## src/rtl/uart_tx.sv

```systemverilog
// uart_tx: FIFO-buffered 8-bit UART transmitter, 1 start bit, LSB first, 1 stop bit.
// Optional even parity bit after bit 7 when UART_TX_PARITY_EN is defined.
// Frames queued in the FIFO go out back to back with no idle gap.
module uart_tx #(
   parameter int unsigned BAUD       = 434,
   parameter int unsigned DEPTH_LOG2 = 2
) (
   input  logic       clk,
   input  logic       nRst,
   input  logic       transmit,
   input  logic [7:0] data_tx,
   output logic       busy_tx,
   output logic       full,
   output logic       overflow,
   output logic       tx
);

   localparam int unsigned DEPTH = 1 << DEPTH_LOG2;
   localparam int unsigned CNT_W = $clog2(BAUD);
   localparam logic [CNT_W-1:0] CNT_MAX = CNT_W'(BAUD - 1);
   localparam logic [DEPTH_LOG2:0] COUNT_FULL = (DEPTH_LOG2 + 1)'(DEPTH);

   typedef enum logic [2:0] {
      StIdle,
      StStart,
      StData,
`ifdef UART_TX_PARITY_EN
      StParity,
`endif
      StStop
   } state_e;

   // FIFO storage and bookkeeping
   logic [7:0]            mem [DEPTH];
   logic [DEPTH_LOG2-1:0] wr_ptr_q, rd_ptr_q;
   logic [DEPTH_LOG2:0]   count_q, count_d;
   logic                  overflow_q;
   logic                  push, pop;
   logic [7:0]            head;

   // Transmit engine
   state_e           state_q, state_d;
   logic [CNT_W-1:0] cnt_q, cnt_d;
   logic [2:0]       bit_q, bit_d;
   logic [7:0]       shift_q, shift_d;
   logic             tx_q, tx_d;
   logic             bit_end;
`ifdef UART_TX_PARITY_EN
   logic             parity_q, parity_d;
`endif

   assign full     = (count_q == COUNT_FULL);
   assign push     = transmit & ~full;
   assign head     = mem[rd_ptr_q];
   assign overflow = overflow_q;
   assign tx       = tx_q;
   assign busy_tx  = (state_q != StIdle) | (count_q != '0);
   assign bit_end  = (cnt_q == CNT_MAX);

   // FIFO occupancy: push and pop on the same edge leave the count unchanged
   always_comb begin
      count_d = count_q;
      case ({push, pop})
         2'b10:   count_d = count_q + 1'b1;
         2'b01:   count_d = count_q - 1'b1;
         default: count_d = count_q;
      endcase
   end

   // FIFO data array; deliberately unreset since it is never read while empty
   always_ff @(posedge clk) begin
      if (push) begin
         mem[wr_ptr_q] <= data_tx;
      end
   end

   // FIFO pointers, count and sticky overflow flag
   always_ff @(posedge clk or negedge nRst) begin
      if (!nRst) begin
         wr_ptr_q   <= '0;
         rd_ptr_q   <= '0;
         count_q    <= '0;
         overflow_q <= 1'b0;
      end else begin
         if (push) begin
            wr_ptr_q <= wr_ptr_q + 1'b1;
         end
         if (pop) begin
            rd_ptr_q <= rd_ptr_q + 1'b1;
         end
         count_q    <= count_d;
         // A write while full is dropped even if a pop frees a slot on this edge
         overflow_q <= overflow_q | (transmit & full);
      end
   end

   // Transmit FSM next-state, bit timing and line value
   always_comb begin
      state_d  = state_q;
      cnt_d    = cnt_q;
      bit_d    = bit_q;
      shift_d  = shift_q;
      tx_d     = tx_q;
      pop      = 1'b0;
`ifdef UART_TX_PARITY_EN
      parity_d = parity_q;
`endif
      if (state_q != StIdle) begin
         cnt_d = bit_end ? '0 : cnt_q + 1'b1;
      end
      case (state_q)
         StIdle: begin
            if (count_q != '0) begin
               pop     = 1'b1;
               shift_d = head;
               tx_d    = 1'b0;
               cnt_d   = '0;
               state_d = StStart;
`ifdef UART_TX_PARITY_EN
               parity_d = ^head;
`endif
            end
         end
         StStart: begin
            if (bit_end) begin
               tx_d    = shift_q[0];
               shift_d = shift_q >> 1;
               bit_d   = '0;
               state_d = StData;
            end
         end
         StData: begin
            if (bit_end) begin
               if (bit_q == 3'd7) begin
`ifdef UART_TX_PARITY_EN
                  tx_d    = parity_q;
                  state_d = StParity;
`else
                  tx_d    = 1'b1;
                  state_d = StStop;
`endif
               end else begin
                  tx_d    = shift_q[0];
                  shift_d = shift_q >> 1;
                  bit_d   = bit_q + 3'd1;
               end
            end
         end
`ifdef UART_TX_PARITY_EN
         StParity: begin
            if (bit_end) begin
               tx_d    = 1'b1;
               state_d = StStop;
            end
         end
`endif
         StStop: begin
            if (bit_end) begin
               // Chain straight into the next start bit when more data is queued
               if (count_q != '0) begin
                  pop     = 1'b1;
                  shift_d = head;
                  tx_d    = 1'b0;
                  state_d = StStart;
`ifdef UART_TX_PARITY_EN
                  parity_d = ^head;
`endif
               end else begin
                  tx_d    = 1'b1;
                  state_d = StIdle;
               end
            end
         end
         default: begin
            tx_d    = 1'b1;
            cnt_d   = '0;
            state_d = StIdle;
         end
      endcase
   end

   // Transmit FSM state register; reset abandons any frame and idles the line high
   always_ff @(posedge clk or negedge nRst) begin
      if (!nRst) begin
         state_q  <= StIdle;
         cnt_q    <= '0;
         bit_q    <= '0;
         shift_q  <= '0;
         tx_q     <= 1'b1;
`ifdef UART_TX_PARITY_EN
         parity_q <= 1'b0;
`endif
      end else begin
         state_q  <= state_d;
         cnt_q    <= cnt_d;
         bit_q    <= bit_d;
         shift_q  <= shift_d;
         tx_q     <= tx_d;
`ifdef UART_TX_PARITY_EN
         parity_q <= parity_d;
`endif
      end
   end

endmodule

```

## config.mk

```make
export PLATFORM = sky130hd
export DESIGN_NAME = uart_tx
export DESIGN_NICKNAME = d
export VERILOG_FILES = /design/src/rtl/uart_tx.sv
export SDC_FILE = /design/constraint.sdc
export NUM_CORES = 1
export LEC_CHECK = 0
export BUFFER_PORTS_ARGS = -buffer_cell sky130_fd_sc_hd__buf_2
export CAP_MARGIN = 5
export CELL_PAD_IN_SITES_DETAIL_PLACEMENT = 1
export CELL_PAD_IN_SITES_GLOBAL_PLACEMENT = 2
export CORE_AREA = 5 5 114 73
export DETAILED_ROUTE_END_ITERATION = 16
export DIE_AREA = 0 0 119 78
export GPL_ROUTABILITY_DRIVEN = 0
export PLACE_DENSITY_LB_ADDON = 0.3
export SYNTH_ARGS = -nofsm -noshare
export SYNTH_HDL_FRONTEND = slang
export SYNTH_SLANG_ARGS = --single-unit
```

## constraint.sdc

```tcl
create_clock -name clk -period 2.9 [get_ports clk]
set_clock_uncertainty 0.1 [all_clocks]
set_input_delay 0.435 -clock clk [delete_from_list [all_inputs] [get_ports clk]]
set_output_delay 0.435 -clock clk [all_outputs]
set_load 0.05 [all_outputs]
```

-- Yosys cells after proc, flatten, opt, wreduce, memory -nomap -nowiden
Memories as Yosys holds them, arrays and structs flattened.
Index checks and enable logic that the tools add are counted.
- multiplexer cells: 34
- equal/unequal tests: 14
- reduce and logical (&&, ||, !) cells: 11
- add/sub/neg operators: 6
- bitwise gates (word level): 5
- operators by type and width (kind ; count):
    $mux 8 ; 5
    $pmux 8 s4 ; 1
    $mux 9 ; 3
    $mux 3 ; 8
    $pmux 9 s2 ; 1
    $ne 2x2->1 const B ; 6
    $pmux 3 s2 ; 2
    $pmux 3 s4 ; 1
    $mux 1 ; 11
    $reduce_and 5->1 ; 2
    $add 9x1->9 const B ; 1
    $eq 9x9->1 const B ; 1
    $reduce_and 4->1 ; 2
    $add 3x1->3 const B ; 2
    $eq 3x2->1 const B ; 2
    $eq 3x3->1 const B ; 2
    $reduce_bool 3->1 ; 2
    $add 2x1->2 const B ; 2
    $pmux 1 s4 ; 1
    $reduce_bool 2->1 ; 2
    $reduce_bool 4->1 ; 1
    $eq 3x1->1 const B ; 1
    $logic_not 3->1 ; 1
    $reduce_or 3->1 ; 1
    7 further kinds ; 9
- memories kept: 1
- bits of input ports: 11
- output and inout bits: 4
- word-level logic and storage cells: 80
- bits in registers: 32
- RAM bits: 32
- memories (memory ; words ; bits a word ; read ports ; clocked after memory_dff ; wr ports ; RTL line ; text):
    mem ; 4 ; 8 ; 1 ; 0 ; 1 ; 34 ; logic [7:0] mem [DEPTH];

-- Depth between registers and ports, before layout
- depth in word-level cells: 6
- gate-level depth with buffers: 12
- gate-level depth less buffers: 11

-- Least setup slack after synthesis
No wires, ideal clock.
- kind: register to register
- from: reg count_q[0]
- to: reg count_q[2]
- setup time: 0.079 ns
- stages on the path, launching flop included: 11
- arrival: 2.238 ns
- required time: 2.721 ns
- clock period less this slack: 2.417 ns
- buffers on the path: 0
- path slack: 0.483 ns
- cells stage by stage: dfrtp_1 > inv_1 > and3_1 > nor2b_1 > inv_1 > ha_1 > inv_1 > fa_1 > xor2_1 > nor2_1 > xor2_1
- elaborated cells on any way between the ends: 13
- classes of those cells: 2 x add/sub; 3 x eq/ne; 4 x mux; 2 x bitwise; 2 x reduce/logical
- RTL lines (element ; RTL line ; text):
    start, declared ; 36 ; logic [DEPTH_LOG2:0] count_q, count_d;
    start signal, assigned ; 91 ; count_q <= count_d;
    $eq 3x3->1 (*) ; 52 ; assign full = (count_q == COUNT_FULL);
    via full ; 13 ; output logic full,
    $not 1->1 (*) ; 53 ; assign push = transmit & ~full;
    $and 1x1->1 (*) ; 53 ;
    $eq 2x1->1 or $eq 2x2->1 (tied branches) ; 63 ; case ({push, pop})
    $pmux 3 s2 or $reduce_bool 2->1 (tied branches) ; -- ;
Mark *: on every way through the listed nets, which the timed path passes. The rest lies on a longest branch.
A chain may end at the register's enable or synchronous reset.

-- Worst setup path after layout
- from: reg state_q[0]
- to: out busy_tx
- cells in the longest elaborated chain, start to end: 2
- RTL lines (element ; RTL line ; text):
    start, declared ; 42 ; state_e state_q, state_d;
    start signal, assigned ; 185 ; state_q <= StIdle;
    start signal, assigned ; 194 ; state_q <= state_d;
    $reduce_bool 3->1 ; 57 ; assign busy_tx = (state_q != StIdle) | (count_q != '0);
    $or 1x1->1 ; 57 ;
    end, declared ; 12 ; output logic busy_tx,
Every way passes these cells.

==> results.json <==
{
  "outcome": "complete, no violations",
  "r2r_slack_ns": 0.33,
  "hold_viol": 0,
  "postCtsHoldBufs": 0,
  "rsz0062_at_grt": "no",
  "area_growth_pct": 14.6,
  "first_global_vias": 1845,
  "relSlewSlack_pct": 51.7,
  "dr.pass1.iters": 4,
  "synth_flop_cell": "edfxtp_1",
  "first_iter_violations": 110,
  "die_w_um": 119,
  "ys_ff_latch": 63,
  "synth_area_mm2": 0.00299,
  "grt.overflow.total": 0,
  "diodes": 0,
  "cts.htree.levels": 3,
  "drc": 0,
  "hold_path_class": "in -> async",
  "critPathTopFamily": "simple AND/OR/NAND/NOR gates",
  "nets": 262,
  "io_pins": 15,
  "finalNonFillerCells": 332,
  "start_util_pct": 42.1,
  "dp_hpwl_um": 4340,
  "clock-sinks": 63,
  "cts_buffers": 9,
  "ys_seq_area_share_pct": 58.2,
  "root_buffer": "clkbuf_16",
  "insertion_delay_ns": 0.33,
  "synthMuxAreaShare_pct": 12.2,
  "die_height_um": 78,
  "synth_edf_count": 32,
  "timing.fmax_ghz": 0.374,
  "dieArea_mm2": 0.00928,
  "worst_slew_pin_slew_ns": 0.725,
  "synth_nets": 242,
  "synth-simple-area-share_pct": 9.51,
  "place_area_mm2": 0.00314,
  "ys_types": 45,
  "crit_chain": "inv_1, ha_2, or4b_1, buf_2",
  "cp.required_ns": 2.37,
  "grt_usage_pct": 14.7,
  "yosys_warnings": 0,
  "crit_slowest_cell": "or4b_1",
  "drive_above_1_share_pct": 23.7,
  "final_cell_mix": "32 x edfxtp_1, 30 x dfrtp_1, 16 x nor2_1",
  "design_area_mm2": 0.00342,
  "clk_path_buf_depth": 2,
  "synth_top_family_by_area": "multiplexers",
  "routed-via-count": 1738,
  "critPathMaxFanout": 11,
  "ff2ff_path_depth": 11,
  "drt-total-wl_um": 6190,
  "coreArea_mm2": 0.00709,
  "clk_pin_slew_ns": 0.05,
  "start_kind": "flip-flop",
  "synthAdderAreaFrac_pct": 6.54,
  "whs_ns": 0.0639,
  "grt_antenna_before_repair": 0,
  "grt_max_degree": 32,
  "portBuffers": 14,
  "drtAntennaViolNets": 0,
  "peakVddDrop_mv": 0.429,
  "async_flop_share_pct": 49.2,
  "setup_viol": 0,
  "rows": 24,
  "cp_data_arrival_time_ns": 2.14,
  "r2r_end": "count_q[2]",
  "synth_compound_area_share_pct": 5.83,
  "post-route-period-util_pct": 92.2,
  "avgSynthCellArea_um2": 13.8,
  "slew_violations": 0,
  "syn_inst": 216,
  "cts_tree": "yes",
  "power_density_mw_per_mm2": 1160,
  "tns_ns": 0,
  "final_common_cell": "edfxtp_1",
  "viasPerCell": 5.23,
  "path_class": "reg -> out",
  "synth-xor-area-share_pct": 4.11,
  "worstReg2RegStart": "cnt_q[1]",
  "end_kind": "output pin",
  "path_buf_inv": 2,
  "place_inst": 316,
  "max_stage_delay_ns": 0.61,
  "grt_pass1_wl_um": 10400,
  "p_leak_nw": 1.39,
  "layout_min_cycle_time_ns": 2.67,
  "maxCapViolCount": 0,
  "routedWlPerCell_um": 18.6
}
-- what timing repair did --
item | in CTS | in global routing
resized for setup | 0 | 1
buffers inserted | 0 | 0
endpoints found under the setup margin | 0 | 1
-- worst register-to-register path: cells and delay by family (launching register included) --
kind,cells,cell delay (ns)
AND/OR/NAND/NOR,3,0.71
adder cells (fa/ha/maj),3,0.70
flip-flops,1,0.40
XOR/XNOR,2,0.30
AO/OA/AOI/OAI,1,0.17
buffers and inverters,2,0.13
-- layer usage --
| layer | wire, µm | share of wire (%) | vias up | track usage (%) |
|---|---|---|---|---|
| met1 | 3360 | 54 | 875 | 22.0 |
| met4 | 88 | 1.4 | 0 | 5.20 |
| li1 | - | - | 832 | - |
| met5 | 0 | 0 | - | 0 |
| met3 | 240 | 3.9 | 9 | 5.16 |
| met2 | 2500 | 40 | 22 | 19.5 |
-- where the power goes --
part           switching [mW]  leakage (nW)  total (mW)  internal (mW)
clock network           0.363         0.141        1.02          0.657
registers               0.201         0.680        1.42           1.22
logic                   0.841         0.574        1.53          0.684
total                    1.40          1.39        3.96           2.56
-- how the worst max path moves through the flow --
stage	to	slack, ns	cells after the start	startpoint
CTS	busy_tx	0.11	4	state_q[0]
global route	busy_tx	0.11	4	state_q[0]
detailed placement	count_q[2]	0.35	11	cnt_q[1]
floorplan	count_q[2]	0.48	10	count_q[0]
global placement	count_q[2]	0.46	11	cnt_q[1]
finish	busy_tx	0.23	4	state_q[0]
-- cell families (layout without fill, tap and decap cells) --
family                     after synthesis  in the layout
adders and majority gates               15             15
AOI/OAI and AO/OA                       24             24
buffers and inverters                   23             48
and+or+nand+nor                         53             53
xor gates and xnor gates                14             14
muxes                                   24             24
DFF                                     63             63
-- flip-flops by register name, indices dropped and copies added (netlist names) --
register,cells
count_q,3
bit_q,3
cnt_q,9
overflow,1
tx,1
shift_q,8
state_q,2
wr_ptr_q,2
rd_ptr_q,2
mem,32
-- metrics by stage --
step | power [mW] | setup WS, ns | util, %
floorplan | 2.55 | 0.483 | -
global placement | 2.90 | 0.455 | 44.3
detailed placement | 2.95 | 0.353 | 44.3
CTS | 4.00 | 0.112 | 48.3
global route | 4.22 | 0.110 | 48.3
finish | 3.96 | 0.226 | 48.3
-- layout make-up --
class                   instances  area [µm²]
clock inverters                 5        48.8
well taps                      91         114
multi-input cells             130        1140
repair buffers                 16        85.1
inverters                      16        60.1
flip-flops and latches         63        1740
clock buffers                  11         233
fillers                       725        3660
-- Yosys cell counts, drive strengths merged (5+ instances only) --
library cell	number	area [µm²]
ha	14	175
dfrtp	30	751
mux2	14	158
xnor2	7	61.3
nand2	5	18.8
edfxtp	32	961
mux4	8	188
a21oi	6	30.0
inv	16	60.1
xor2	7	61.3
nand3	10	50.1
nor2	16	60.1
No activity file was read; power rests on OpenSTA's default activity.
